==> src/rtl/serial_operand_feeder_if.sv <==
// Bundle of the word-input handshake and the serial stream between the feeder
// and its neighbours. The master modport is the feeder itself: it accepts
// operand words and drives the serial stream. The slave modport is the peer
// side that presents operand words, applies hold and consumes the stream.
interface serial_operand_feeder_if #(
  parameter int WIDTH = 4
);
  logic             in_valid;
  logic             in_ready;
  logic [WIDTH-1:0] in_a;
  logic [WIDTH-1:0] in_b;
  logic             in_cin;
  logic             hold;
  logic             adder_sync;
  logic             ser_a;
  logic             ser_b;
  logic             ser_cin;
  logic             ser_first;
  logic             ser_last;
  logic             busy;

  modport master (
    input  in_valid, in_a, in_b, in_cin, hold,
    output in_ready, adder_sync, ser_a, ser_b, ser_cin, ser_first, ser_last, busy
  );

  modport slave (
    output in_valid, in_a, in_b, in_cin, hold,
    input  in_ready, adder_sync, ser_a, ser_b, ser_cin, ser_first, ser_last, busy
  );
endinterface

==> src/rtl/serial_operand_feeder.sv <==
// Serial operand feeder: takes a parallel operand pair plus carry-in over a
// valid/ready handshake and streams it LSB first into the serial adder. A
// one-cycle adder_sync pulse precedes bit 0 so the adder's bit counter starts
// aligned with the stream. hold freezes the stream while bits are shifting.
module serial_operand_feeder #(
  parameter int WIDTH = 4
) (
  input  logic                    clk,
  input  logic                    rst_n,
  serial_operand_feeder_if.master bus
);

  localparam int CW = (WIDTH > 1) ? $clog2(WIDTH) : 1;

  localparam logic [1:0] ST_IDLE  = 2'd0;
  localparam logic [1:0] ST_SYNC  = 2'd1;
  localparam logic [1:0] ST_SHIFT = 2'd2;

  localparam logic [CW-1:0] CNT_ZERO   = CW'(0);
  localparam logic [CW-1:0] CNT_ONE    = CW'(1);
  localparam logic [CW-1:0] CNT_LAST   = CW'(WIDTH - 1);
  localparam logic [CW-1:0] CNT_PENULT = CW'(WIDTH - 2);

  // state and datapath registers
  logic [1:0]       state_r;
  logic [CW-1:0]    cnt_r;
  logic [WIDTH-1:0] a_sh_r;
  logic [WIDTH-1:0] b_sh_r;
  logic             cin_r;
  logic             adder_sync_r;
  logic             ser_a_r;
  logic             ser_b_r;
  logic             ser_cin_r;
  logic             ser_first_r;
  logic             ser_last_r;
  logic             busy_r;

  // next-state values
  logic [1:0]       state_s;
  logic [CW-1:0]    cnt_s;
  logic [WIDTH-1:0] a_sh_s;
  logic [WIDTH-1:0] b_sh_s;
  logic             cin_s;
  logic             adder_sync_s;
  logic             ser_a_s;
  logic             ser_b_s;
  logic             ser_cin_s;
  logic             ser_first_s;
  logic             ser_last_s;
  logic             busy_s;

  // Next-state and next-output logic; outputs default to 0 so every exit to
  // IDLE clears the stream, and hold in SHIFT re-loads the current values.
  always_comb begin
    state_s      = state_r;
    cnt_s        = cnt_r;
    a_sh_s       = a_sh_r;
    b_sh_s       = b_sh_r;
    cin_s        = cin_r;
    adder_sync_s = 1'b0;
    ser_a_s      = 1'b0;
    ser_b_s      = 1'b0;
    ser_cin_s    = 1'b0;
    ser_first_s  = 1'b0;
    ser_last_s   = 1'b0;
    busy_s       = 1'b0;

    case (state_r)
      ST_IDLE: begin
        if (bus.in_valid) begin
          state_s      = ST_SYNC;
          a_sh_s       = bus.in_a;
          b_sh_s       = bus.in_b;
          cin_s        = bus.in_cin;
          adder_sync_s = 1'b1;
          ser_cin_s    = bus.in_cin;
          busy_s       = 1'b1;
        end else begin
          state_s = ST_IDLE;
        end
      end

      ST_SYNC: begin
        // hold is deliberately ignored here: the sync pulse is always one cycle
        state_s     = ST_SHIFT;
        cnt_s       = CNT_ZERO;
        ser_a_s     = a_sh_r[0];
        ser_b_s     = b_sh_r[0];
        a_sh_s      = {1'b0, a_sh_r[WIDTH-1:1]};
        b_sh_s      = {1'b0, b_sh_r[WIDTH-1:1]};
        ser_cin_s   = cin_r;
        ser_first_s = 1'b1;
        ser_last_s  = (CNT_ZERO == CNT_LAST);
        busy_s      = 1'b1;
      end

      ST_SHIFT: begin
        if (bus.hold) begin
          ser_a_s     = ser_a_r;
          ser_b_s     = ser_b_r;
          ser_cin_s   = ser_cin_r;
          ser_first_s = ser_first_r;
          ser_last_s  = ser_last_r;
          busy_s      = busy_r;
        end else if (cnt_r == CNT_LAST) begin
          state_s = ST_IDLE;
          cnt_s   = CNT_ZERO;
        end else begin
          cnt_s       = cnt_r + CNT_ONE;
          ser_a_s     = a_sh_r[0];
          ser_b_s     = b_sh_r[0];
          a_sh_s      = {1'b0, a_sh_r[WIDTH-1:1]};
          b_sh_s      = {1'b0, b_sh_r[WIDTH-1:1]};
          ser_cin_s   = cin_r;
          ser_last_s  = (cnt_r == CNT_PENULT);
          busy_s      = 1'b1;
        end
      end

      default: begin
        state_s = ST_IDLE;
        cnt_s   = CNT_ZERO;
      end
    endcase
  end

  // State, shift registers and registered outputs; reset aborts any word.
  always_ff @(posedge clk or negedge rst_n) begin
    if (!rst_n) begin
      state_r      <= ST_IDLE;
      cnt_r        <= CNT_ZERO;
      a_sh_r       <= '0;
      b_sh_r       <= '0;
      cin_r        <= 1'b0;
      adder_sync_r <= 1'b0;
      ser_a_r      <= 1'b0;
      ser_b_r      <= 1'b0;
      ser_cin_r    <= 1'b0;
      ser_first_r  <= 1'b0;
      ser_last_r   <= 1'b0;
      busy_r       <= 1'b0;
    end else begin
      state_r      <= state_s;
      cnt_r        <= cnt_s;
      a_sh_r       <= a_sh_s;
      b_sh_r       <= b_sh_s;
      cin_r        <= cin_s;
      adder_sync_r <= adder_sync_s;
      ser_a_r      <= ser_a_s;
      ser_b_r      <= ser_b_s;
      ser_cin_r    <= ser_cin_s;
      ser_first_r  <= ser_first_s;
      ser_last_r   <= ser_last_s;
      busy_r       <= busy_s;
    end
  end

  // in_ready is the only combinational output: a word is taken only in IDLE
  assign bus.in_ready   = (state_r == ST_IDLE);
  assign bus.adder_sync = adder_sync_r;
  assign bus.ser_a      = ser_a_r;
  assign bus.ser_b      = ser_b_r;
  assign bus.ser_cin    = ser_cin_r;
  assign bus.ser_first  = ser_first_r;
  assign bus.ser_last   = ser_last_r;
  assign bus.busy       = busy_r;

endmodule

==> src/flat_wrapper.sv <==
// flat-port wrapper written by rule: the top's interface ports become plain ports
module serial_operand_feeder_flat 
#(
  parameter int WIDTH = 4
)
  (clk, rst_n, bus_in_valid, bus_in_a, bus_in_b, bus_in_cin, bus_hold, bus_in_ready, bus_adder_sync, bus_ser_a, bus_ser_b, bus_ser_cin, bus_ser_first, bus_ser_last, bus_busy);
  serial_operand_feeder_if #(.WIDTH(WIDTH)) bus_i ();
  input  logic clk;
  input  logic rst_n;
  input wire logic [$bits(bus_i.in_valid)-1:0] bus_in_valid;
  input wire logic [$bits(bus_i.in_a)-1:0] bus_in_a;
  input wire logic [$bits(bus_i.in_b)-1:0] bus_in_b;
  input wire logic [$bits(bus_i.in_cin)-1:0] bus_in_cin;
  input wire logic [$bits(bus_i.hold)-1:0] bus_hold;
  output wire logic [$bits(bus_i.in_ready)-1:0] bus_in_ready;
  output wire logic [$bits(bus_i.adder_sync)-1:0] bus_adder_sync;
  output wire logic [$bits(bus_i.ser_a)-1:0] bus_ser_a;
  output wire logic [$bits(bus_i.ser_b)-1:0] bus_ser_b;
  output wire logic [$bits(bus_i.ser_cin)-1:0] bus_ser_cin;
  output wire logic [$bits(bus_i.ser_first)-1:0] bus_ser_first;
  output wire logic [$bits(bus_i.ser_last)-1:0] bus_ser_last;
  output wire logic [$bits(bus_i.busy)-1:0] bus_busy;
  assign bus_i.in_valid = bus_in_valid;
  assign bus_i.in_a = bus_in_a;
  assign bus_i.in_b = bus_in_b;
  assign bus_i.in_cin = bus_in_cin;
  assign bus_i.hold = bus_hold;
  assign bus_in_ready = bus_i.in_ready;
  assign bus_adder_sync = bus_i.adder_sync;
  assign bus_ser_a = bus_i.ser_a;
  assign bus_ser_b = bus_i.ser_b;
  assign bus_ser_cin = bus_i.ser_cin;
  assign bus_ser_first = bus_i.ser_first;
  assign bus_ser_last = bus_i.ser_last;
  assign bus_busy = bus_i.busy;
  serial_operand_feeder #(.WIDTH(WIDTH)) u_core (.clk(clk), .rst_n(rst_n), .bus(bus_i));
endmodule
==> config.mk <==
export PLATFORM = sky130hd
export DESIGN_NAME = serial_operand_feeder_flat
export DESIGN_NICKNAME = d
export VERILOG_FILES = /design/src/rtl/serial_operand_feeder_if.sv /design/src/rtl/serial_operand_feeder.sv /design/src/flat_wrapper.sv
export SDC_FILE = /design/constraint.sdc
export NUM_CORES = 1
export LEC_CHECK = 0
export ABC_AREA = 1
export BUFFER_PORTS_ARGS = -buffer_cell sky130_fd_sc_hd__buf_2
export CORE_AREA = 4 4 51 53
export DETAILED_ROUTE_END_ITERATION = 16
export DIE_AREA = 0 0 55 57
export GPL_ROUTABILITY_DRIVEN = 0
export PLACE_DENSITY = 0.85
export SYNTH_ARGS = -nofsm -noshare
export SYNTH_HDL_FRONTEND = slang
export SYNTH_SLANG_ARGS = --single-unit
==> constraint.sdc <==
create_clock -name clk -period 2.16 [get_ports clk]
set_input_delay 0.108 -clock clk [delete_from_list [all_inputs] [get_ports clk]]
set_output_delay 0.108 -clock clk [all_outputs]
set_load 0.05 [all_outputs]
Yosys cells after proc, flatten, opt, wreduce, memory -nomap -nowiden:

Index checks and enable logic that the tools add are counted.

* input port bits: 13
* RAM bits: 0
* word-level logic and storage cells: 63
* memories: 0
* ROM bits: 0
* output and inout bits: 8
* latch bits: 0
* register bits: 20

* order comparisons: 0
* equality and inequality tests: 8
* divide/modulo/power cells: 0
* reductions and logical operators: 6
* mux-type cells: 35
* bitwise gates (word level): 1
* add/subtract/negate cells: 1
* multipliers: 0
* shift-type cells: 0

Operator list (count)
* $mux W4: 6
* $pmux W4 S3: 2
* $mux W1: 16
* $mux W2: 4
* $eq A2 B2 Y1 const B: 3
* $ne A2 B2 Y1 const B: 3
* $pmux W1 S2: 3
* $pmux W1 S3: 2
* $pmux W2 S3: 1
* $reduce_and A2 Y1: 3
* $pmux W2 S2: 1
* $reduce_and A4 Y1: 1
* $reduce_bool A3 Y1: 1
* $add A2 B1 Y2 const B: 1
* $eq A2 B1 Y1 const B: 1
* $logic_not A2 Y1: 1
* $ne A2 B1 Y1 const B: 1
* $not A1 Y1: 1

Longest topological paths before layout:

Gate-level depths: netlist (run 1).

* word-level depth: 4
* depth in mapped cells: 7
* depth with buffers taken out: 7

Least setup slack after synthesis (run 1):

OpenSTA, ideal clock, no wires.

* kind: register to register
* from: register u_core.state_r[1]
* to: register u_core.a_sh_r[0]
* buffers on the path: 0
* data arrival time: 1.536 ns
* period minus slack after synthesis: 1.602 ns
* library setup time: 0.066 ns
* data required time: 2.094 ns
* stages on the path, launching flop included: 7
* slack: 0.558 ns
* cells stage by stage: dfrtp_1 > inv_1 > ha_1 > nand2_1 > nand2_1 > o21bai_1 > nand2_1

* cells in the longest elaborated chain, start to end: 3
* elaborated cells between the ends (all ways): 9
* those cells by class: eq/ne (5); mux (1); reduce/logical (3)

Ends and longest elaborated chain
* from (decl): line serial_operand_feeder.sv:25 `logic [1:0] state_r;`
* from (signal assigned): line serial_operand_feeder.sv:143 `state_r <= state_s;`
* $logic_not A2 Y1 (*)
* via bus_in_ready: line flat_wrapper.sv:15 `output wire logic [$bits(bus_i.in_ready)-1:0] bus_in_ready;`
* $ne A2 B2 Y1 (no line) / $reduce_bool A3 Y1 (equally long branches)
* $reduce_and A4 Y1 (no line)
* to (signal assigned): line serial_operand_feeder.sv:145 `a_sh_r <= a_sh_s;`
* to (decl): line serial_operand_feeder.sv:27 `logic [WIDTH-1:0] a_sh_r;`

Mark *: on every way through the listed nets, which the timed path passes. The rest lies on a longest branch.
A chain may end at the register's enable or synchronous reset.

Worst setup path in the final report (run 1):

* from: register u_core.state_r[1]
* to: output bus_in_ready

* cells in the longest elaborated chain, start to end: 1

Ends and longest elaborated chain
* $logic_not A2 Y1: line serial_operand_feeder.sv:159 `assign bus.in_ready = (state_r == ST_IDLE);`
* to (decl): line flat_wrapper.sv:15

No other way between the ends.

==> qor.csv, run 1 <==
metric,value,unit
run status,completed,
NetSw,0.949,mW
NumNets Final,196,
post-synthesis sequential area ratio,42.6,%
clock buffer depth,2,
Avg Vias per Cell,4.77,
DR WL met2,1.12,mm
Seq pwr share,33.8,%
RSZ-0062 raised after global routing,no,
syn_nets,171,
CP arrival,1.53,ns
top_reg_cell synth,dfrtp_1,
io pins,21,
Final Critical Period,1.64,ns
Comb pwr share,57.4,%
"Slew Viols, Final",0,
routed via count,949,
worst reg-to-reg setup slack,0.55,ns
"top cells by area, synth","dfrtp_1, nand2_1, ha_1",
cell at the slowest stage of the critical path,dfrtp_1,
leak pwr,0.809,nW
Routed met3 length,108,µm
"slowest stage delay, CP",0.45,ns
Final Setup Violations,0,
first-pass GRT wire length,3.83,mm
Syn-to-layout area delta,13.8,%
Fmax,0.611,GHz
largest net degree at the start of global routing,21,
drt pass-1 iters,4,
drt initial violations,6,
initial antenna violation count,0,
Hold Path Depth,3,
final routed DRC violation total,0,
share of the synthesized area in the top cell type,42.6,%
Core Area,0.00215,mm²
pre-CTS WS,0.545,ns
sw frac,50.1,%
ant diodes,0,
Overall Power,1.89,mW
"IR drop worst, VDD",0.000724,V
Starting Density,54.7,%
layout cells sized above 1,18.7,%
FILL cells,199,
Post-synth EDFFs,0,
GRT overflow,0,
mapped cell area,0.00118,mm²
number of global-route vias before repair,907,
max_cap viols,0,
GRT Util Overall,16.1,%
library cells used by synthesis,18,
critical path class,flop to primary output,
CP endpoint kind,primary output,
CTS tree,done,
slew margin rel.,70.5,%
Sink Count,20,
metal1 wirelength,1.02,mm
internal power,0.943,mW
clk_lat worst skew,0.28,ns
Synth Area per Inst,7.95,µm²
fin crit share,75.8,%
multi-input logic area,578,µm²
path depth of the worst reg2reg path,7,
Clk pwr share,8.8,%
setup ws final,0.522,ns
Root Buffer,clkbuf_4,
Syn Inst Count,148,
final hold violation count,0,
Post-DP HPWL,1.74,mm
placed instance count,195,
register area,500,µm²
post-route insts no fill,199,
die width,55,µm
Buffers on Ports,20,
worst hold path class,input pin to flop,
asr flop ratio synth,100,%
CP Data Required Time,2.05,ns
clock buffer count from CTS,3,
"flops & latches, synth",20,
die area,0.00314,mm²
Site Rows,17,
max layer used,met4,
# H-tree levels,1,
critical path startpoint category,flop,
final WL,2.26,mm
clk slew on worst S/H paths,0.10,ns
synth warn,0,
most common cell in the netlist,nand2_1,
remaining antenna violation count after routing,0,
actual slew at the worst max-slew pin,0.442,ns
worst-path fanout max,6,
Pwr Density,1410,mW/mm²
most frequent cells after synthesis,"nand2_1, inv_1, dfrtp_1, nand3_1, ha_1",
drt wl/cell,11.4,µm
Final Skew,0.00172,ns
CP cell instances,"inv_1, ha_1, buf_2",
Post-Route Setup TNS,0,ns
die height,57,µm
"area leader, netlist",dfrtp_1,
[worst paths after layout]
path,from,end
setup / recovery,u_core.state_r[1],bus_in_ready
hold / removal,bus_in_cin,u_core.cin_r
setup reg to reg,u_core.state_r[0],u_core.b_sh_r[2]
hold reg to reg,u_core.bus.ser_last,u_core.bus.ser_last
max in group asynchronous,rst_n,u_core.b_sh_r[2]
min in group asynchronous,rst_n,u_core.cnt_r[0]
[power by group through the flow]
stage	combinational [mW]	sequential, mW	clock, mW
after floorplan	0.725	0.778	0
after global placement	1.06	0.631	0
after detailed placement	1.10	0.648	0
after CTS	1.10	0.640	0.172
after global routing	1.24	0.661	0.191
final	1.09	0.639	0.167
[what timing repair did]
item                                   in CTS  in global routing
buffers inserted                            0                  0
hold buffers                                1                  0
gates resized for setup                     0                  0
setup endpoints to repair                   0                  0
endpoints found under the hold margin      20                  0
[metrics by stage]
step           area (µm²)  util, %  hold WS (ns)
6_report             1340     62.3        0.0828
4_1_cts              1340     62.3        0.0794
3_3_place_gp         1310     60.8        0.0728
2_1_floorplan        1180        -        -0.188
5_1_grt              1340     62.3         0.110
3_5_place_dp         1310     60.8        0.0754
[critical path: cells and delay by family, from the launching register on]
kind	cells	cell delay [ns]
buffers and inverters	2	0.47
flip-flops	1	0.45
adder cells (fa/ha/maj)	1	0.32
[flip-flops by register name (all words and copies together), names as in the netlist]
| name | flops |
|---|---|
| u_core.a_sh_r | 4 |
| u_core.b_sh_r | 4 |
| u_core.cnt_r | 2 |
| u_core.state_r | 2 |
| u_core.bus.adder_sync | 1 |
| u_core.bus.busy | 1 |
| u_core.bus.ser_a | 1 |
| u_core.bus.ser_b | 1 |
| u_core.bus.ser_cin | 1 |
| u_core.bus.ser_first | 1 |
| u_core.bus.ser_last | 1 |
| u_core.cin_r | 1 |
[cells in the final DEF, fill, tap and decap left out]
cell           instances
a21oi_4                1
o21bai_1               8
inv_1                 21
clkbuf_4               3
a21oi_2                1
a21oi_1                1
nand2_8                1
o21ai_0                6
buf_2                 20
nand2_2                1
inv_4                  1
ha_1                  10
nand2_4                1
nand2_1               51
nor2_2                 1
nand3_1               15
inv_2                  2
dlygate4sd3_1          1
nor2_1                 6
dfrtp_1               20
[layout make-up]
class | count | area share [%]
clock buffers | 3 | 1.68
inverters | 24 | 6.92
well taps | 28 | 2.62
multi-input cells | 103 | 43.2
flip-flops and latches | 20 | 37.4
repair buffers | 21 | 8.22
[layer usage]
layer | up-vias | global-route usage [%]
li1 | 503 | -
met1 | 425 | 21.1
met4 | 0 | 5.21
met3 | 2 | 2.61
met5 | - | 0
met2 | 19 | 26.7
[kinds of logic (layout without fill, tap and decap cells)]
group	after synthesis	count (layout)	share of synthesized area (%)
compound gates	17	17	10.2
flops	20	20	42.6
simple gates	76	76	28.3
fa+ha+maj	10	10	10.6
buf+inv	25	48	8.30
Power figures use the tool's default switching activity.
==> run 2, diff against run 1 <==
Settings changed: CORE_AREA 4 4 51 53 to 4 4 52 54, DIE_AREA 0 0 55 57 to 0 0 56 58, PLACE_DENSITY 0.85 to 0.82.
Clock period 2.16 ns to 1.6 ns, I/O delays scaled along.
==> qor.csv, run 2 (synthesis results as in run 1) <==
metric,value,unit,change
run status,completed,,unchanged
WHS,0.0409,ns,was 0.0828 ns
"commonest non-fill, non-tap cell in the layout",nand2_1,,unchanged
FILL cells,212,,was 199
routed via count,995,,was 949
clk_lat worst skew,0.30,ns,was 0.28 ns
Root Buffer,clkbuf_4,,unchanged
CP endpoint kind,primary output,,unchanged
max_cap viols,0,,unchanged
io pins,21,,unchanged
CP arrival,1.41,ns,was 1.53 ns
number of global-route vias before repair,884,,was 907
"Slew Viols, Final",0,,unchanged
worst hold path class,input pin to flop,,unchanged
first-pass GRT wire length,4.03,mm,was 3.83 mm
layout cells sized above 1,19.8,%,was 18.7%
die width,56,µm,was 55 µm
met3 usage,4.68,%,was 2.61%
die height,58,µm,was 57 µm
clock buffer count from CTS,3,,unchanged
Syn-to-layout area delta,15.5,%,was 13.8%
internal power,1.34,mW,was 0.943 mW
CP Data Required Time,1.52,ns,was 2.05 ns
remaining antenna violation count after routing,0,,unchanged
Final Setup Violations,0,,unchanged
NetSw,1.32,mW,was 0.949 mW
CTS tree,done,,unchanged
Post-DP HPWL,1.79,mm,was 1.74 mm
Sink Count,20,,unchanged
placed instance count,196,,was 195
Seq pwr share,32.0,%,was 33.8%
critical path startpoint category,flop,,unchanged
final WL,2.33,mm,was 2.26 mm
clock buffer depth,2,,unchanged
post-route insts no fill,200,,was 199
slew margin rel.,70.3,%,was 70.5%
leak pwr,0.815,nW,was 0.809 nW
grt met1 use,21.2,%,was 21.1%
Pwr Density,1950,mW/mm²,was 1410 mW/mm²
final hold violation count,0,,unchanged
Buffers on Ports,20,,unchanged
NumNets Final,197,,was 196
drt wl/cell,11.7,µm,was 11.4 µm
Clk pwr share,8.7,%,was 8.8%
largest net degree at the start of global routing,21,,unchanged
Fmax,0.672,GHz,
Comb pwr share,59.3,%,was 57.4%
fin crit share,93.0,%,
register area,500,µm²,unchanged
drt initial violations,20,,was 6
M2 GR Usage,25.7,%,was 26.7%
Site Rows,17,,unchanged
Core Area,0.00221,mm²,was 0.00215 mm²
Final Skew,0.00801,ns,was 0.00172 ns
sw frac,49.7,%,was 50.1%
GRT Util Overall,15.7,%,was 16.1%
final routed DRC violation total,0,,unchanged
Final Critical Period,1.49,ns,
clk slew on worst S/H paths,0.11,ns,was 0.10 ns
largest registers,"u_core.a_sh_r: 4 flops, u_core.b_sh_r: 4 flops",,unchanged
actual slew at the worst max-slew pin,0.445,ns,was 0.442 ns
drt pass-1 iters,4,,unchanged
"commonest cells after routing, fill and taps aside","nand2_1, inv_1, buf_2, dfrtp_1, nand3_1",,unchanged
Avg Vias per Cell,4.98,,was 4.77
GRT overflow,0,,unchanged
busiest layer in global routing,met2,,unchanged
ant diodes,0,,unchanged
# H-tree levels,1,,unchanged
"IR drop worst, VDD",0.00115,V,was 0.000724 V
critical path class,flop to primary output,,unchanged
Starting Density,53.2,%,was 54.7%
initial antenna violation count,0,,unchanged
die area,0.00325,mm²,was 0.00314 mm²
worst-path fanout max,6,,unchanged
multi-input logic area,591,µm²,was 578 µm²
run 2: cell types whose count changed in the layout (fill, tap and decap cells not counted):
cell / previous run / this run
ha_4: 0 / 1
ha_1: 10 / 9
buf_4: 0 / 1
run 2: area by class of cell:
class	instances	area share, %
clock buffers	3	1.66
inverters	24	6.81
multi-input cells	103	43.5
flip-flops and latches	20	36.8
well taps	28	2.58
repair buffers	22	8.66
run 2: per-layer routing:
| layer | share of wire, % | wire [µm] |
|---|---|---|
| met1 | 44 | 1030 |
| met5 | 0 | 0 |
| met3 | 6.9 | 160 |
| met2 | 49 | 1130 |
| met4 | 0.51 | 12 |
run 2: worst paths after layout:
path | startpoint | to | slack (ns) | depth (start not counted)
worst min-delay path | bus_in_cin | u_core.cin_r | 0.04 | 3
min in group asynchronous | rst_n | u_core.b_sh_r[0] | 0.25 | 2
max in group asynchronous | rst_n | u_core.b_sh_r[1] | 1.04 | 2
worst max-delay path | u_core.state_r[1] | bus_in_ready | 0.11 | 3
worst min register to register | u_core.bus.ser_last | u_core.bus.ser_last | 0.49 | 2
worst max register to register | u_core.state_r[0] | u_core.b_sh_r[3] | 0.15 | 7
run 2: critical path, stage by stage, from the launching register on:
cell and delay [ns]:
dfrtp_1 0.44, inv_1 0.19, ha_4 0.21, buf_2 0.27
run 2: timing repair:
action	CTS	global route
hold endpoints to repair	20	0
hold buffers	1	0
endpoints found under the setup margin	0	5
setup buffers	0	0
resized for setup	0	1
run 2: per-stage QoR:
stage / setup WS [ns] / cell area, µm² / util [%] / setup TNS (ns) / power (mW)
4_1_cts: 0.0384 / 1350 / 61.0 / 0 / 2.63
3_3_place_gp: 0.172 / 1320 / 59.5 / 0 / 2.32
3_5_place_dp: 0.108 / 1320 / 59.5 / 0 / 2.38
2_1_floorplan: 0.203 / 1180 / - / 0 / 2.04
6_report: 0.112 / 1360 / 61.4 / 0 / 2.65
5_1_grt: -0.00566 / 1360 / 61.4 / -0.00566 / 2.91
run 2: power groups by stage:
stage / logic, mW / clock network (mW) / registers, mW
6_report: 1.57 / 0.232 / 0.849
3_5_place_dp: 1.53 / 0 / 0.855
3_3_place_gp: 1.47 / 0 / 0.844
4_1_cts: 1.53 / 0.246 / 0.850
5_1_grt: 1.76 / 0.270 / 0.878
2_1_floorplan: 0.988 / 0 / 1.05
==> run 3, diff against run 2 <==
Settings changed: CORE_AREA 4 4 52 54 to 4 4 57 59, CTS_BUF_LIST set to sky130_fd_sc_hd__clkbuf_8, DIE_AREA 0 0 56 58 to 0 0 61 63, PLACE_DENSITY 0.82 to 0.71.
==> qor.csv, run 3 (synthesis results as in run 1) <==
metric,value,unit,change
pre-CTS WS,0.0545,ns,was 0.108 ns
largest net degree at the start of global routing,21,,unchanged
NumNets Final,196,,was 197
first-pass GRT wire length,4.16,mm,was 4.03 mm
Critical Path Sink,u_core.b_sh_r[0],,was bus_in_ready
number of global-route vias before repair,993,,was 884
Final Setup Violations,0,,unchanged
drt initial violations,27,,was 20
clock buffer depth,2,,unchanged
final hold violation count,0,,unchanged
Buffers on Ports,20,,unchanged
Post-Route Setup TNS,0,ns,unchanged
Starting Density,43.4,%,was 53.2%
Post-DP HPWL,1.83,mm,was 1.79 mm
GRT overflow,0,,unchanged
internal power,1.46,mW,was 1.34 mW
Core Area,0.00271,mm²,was 0.00221 mm²
clk_lat worst skew,0.25,ns,was 0.30 ns
endpoint of the worst register-to-register path,u_core.b_sh_r[0],,was u_core.b_sh_r[3]
final cell area excluding filler cells,0.00139,mm²,was 0.00136 mm²
Site Rows,19,,was 17
Hold Path Depth,3,,unchanged
path depth of the worst reg2reg path,7,,unchanged
worst hold path class,input pin to flop,,unchanged
CTS tree,done,,unchanged
routed via count,983,,was 995
crit path from,u_core.state_r[0],,was u_core.state_r[1]
io pins,21,,unchanged
multi-input logic area,596,µm²,was 591 µm²
cell at the slowest stage of the critical path,dfrtp_2,,was dfrtp_1
run status,completed,,unchanged
drt pass-1 iters,4,,unchanged
CP arrival,1.59,ns,was 1.41 ns
critical path class,flop to flop,,was flop to primary output
ant diodes,0,,unchanged
RSZ-0062 raised after global routing,no,,
Fmax,0.690,GHz,was 0.672 GHz
Final Critical Period,1.45,ns,was 1.49 ns
worst-path fanout max,9,,was 6
"commonest cells after routing, fill and taps aside","nand2_1, inv_1, buf_2, dfrtp_1, nand3_1",,unchanged
leak pwr,0.822,nW,was 0.815 nW
sw frac,47.5,%,was 49.7%
Overall Power,2.79,mW,was 2.65 mW
Crit path max-delay family,flip-flops,,was buffers and inverters
register area,502,µm²,was 500 µm²
reg-to-reg critical path startpoint,u_core.state_r[0],,unchanged
final WL,2.31,mm,was 2.33 mm
DR WL met2,1.19,mm,was 1.13 mm
CP endpoint kind,flop,,was primary output
CP cell instances,"inv_1, ha_1, nand2_1, nand2_8, inv_4, nand3_1, nand2_1",,"was inv_1, ha_4, buf_2"
max layer used,met4,,unchanged
Final Skew,0.00221,ns,was 0.00801 ns
"commonest non-fill, non-tap cell in the layout",nand2_1,,unchanged
remaining antenna violation count after routing,0,,unchanged
number of setup buffers added after CTS,0,,unchanged
CP Data Required Time,1.74,ns,was 1.52 ns
"IR drop worst, VDD",0.00128,V,was 0.00115 V
"Slew Viols, Final",0,,unchanged
largest registers,"u_core.a_sh_r: 4 flops, u_core.b_sh_r: 4 flops",,unchanged
fin util,51.4,%,was 61.4%
drt wl/cell,11.4,µm,was 11.7 µm
clk slew on worst S/H paths,0.07,ns,was 0.11 ns
layout cells sized above 1,21.5,%,was 19.8%
placed cell area,0.00131,mm²,was 0.00132 mm²
# H-tree levels,1,,unchanged
Routed met3 length,110,µm,was 160 µm
clock buffer count from CTS,3,,unchanged
max_cap viols,0,,unchanged
Avg Vias per Cell,4.84,,was 4.98
actual slew at the worst max-slew pin,0.439,ns,was 0.445 ns
Sink Count,20,,unchanged
slew margin rel.,70.7,%,was 70.3%
final routed DRC violation total,0,,unchanged
critical path startpoint category,flop,,unchanged
die area,0.00384,mm²,was 0.00325 mm²
Pwr Density,2000,mW/mm²,was 1950 mW/mm²
die width,61,µm,was 56 µm
setup ws final,0.150,ns,was 0.112 ns
metal1 wirelength,998,µm,was 1.03 mm
FILL cells,270,,was 212
Root Buffer,clkbuf_8,,was clkbuf_4
GRT Util Overall,13.8,%,was 15.7%
fin crit share,90.6,%,was 93.0%
CP most frequent cell,nand2_1,,
die height,63,µm,was 58 µm
Syn-to-layout area delta,18.5,%,was 15.5%
Crit. path cell count,7,,was 3
initial antenna violation count,0,,unchanged
Comb pwr share,55.3,%,was 59.3%
Clk pwr share,13.4,%,was 8.7%
Seq pwr share,31.2,%,was 32.0%
NetSw,1.32,mW,about the same
worst reg-to-reg setup slack,0.15,ns,about the same
"slowest stage delay, CP",0.45,ns,was 0.44 ns
CP bufs+invs,2,,unchanged
run 3: cell count changes in the layout (fill, tap and decap cells not counted), sizes merged:
cell and change:
clkbuf +1, buf -1
run 3: cell type report:
type                            instances  area share (%)
Multi-Input combinational cell        103            42.7
Clock buffer                            4            3.95
Sequential cell                        20            36.0
Tap cell                               31            2.78
Inverter                               24            6.64
Timing Repair Buffer                   21            7.90
run 3: worst min path at each step:
stage,start,endpoint,slack (ns)
global placement,rst_n,u_core.cnt_r[0],0.05
CTS,bus_in_cin,u_core.cin_r,0.09
floorplan,rst_n,u_core.a_sh_r[0],-0.22
global route,bus_in_cin,u_core.cin_r,0.10
detailed placement,rst_n,u_core.cnt_r[0],0.05
finish,bus_in_cin,u_core.cin_r,0.09
run 3: what timing repair did:
action / CTS / global route
endpoints found under the hold margin: 20 / 0
gates resized for setup: 0 / 4
hold buffers: 1 / 0
setup endpoints to repair: 0 / 10
run 3: per-layer routing:
layer | global-route usage [%] | up-vias
met5 | 0 | -
met1 | 16.5 | 460
li1 | - | 504
met4 | 4.07 | 0
met3 | 3.10 | 2
met2 | 23.9 | 17
run 3: metrics by stage:
stage	std cells	hold WS [ns]
finish	203	0.0871
global route	203	0.100
CTS	203	0.0884
detailed placement	198	0.0511
global placement	198	0.0512
floorplan	148	-0.216
run 3: power by group through the flow:
stage                     clock network (mW)  logic, mW  registers [mW]
after global routing                   0.407       1.76           0.897
after floorplan                            0      0.988            1.05
after global placement                     0       1.46           0.860
after detailed placement                   0       1.51           0.878
after CTS                              0.386       1.51           0.870
final                                  0.374       1.54           0.871
run 3: worst register-to-register path, cell delays in order (launching register included):
cell and delay [ns]:
dfrtp_2 0.45, inv_1 0.16, ha_1 0.24, nand2_1 0.15
nand2_8 0.14, inv_4 0.06, nand3_1 0.08, nand2_1 0.05
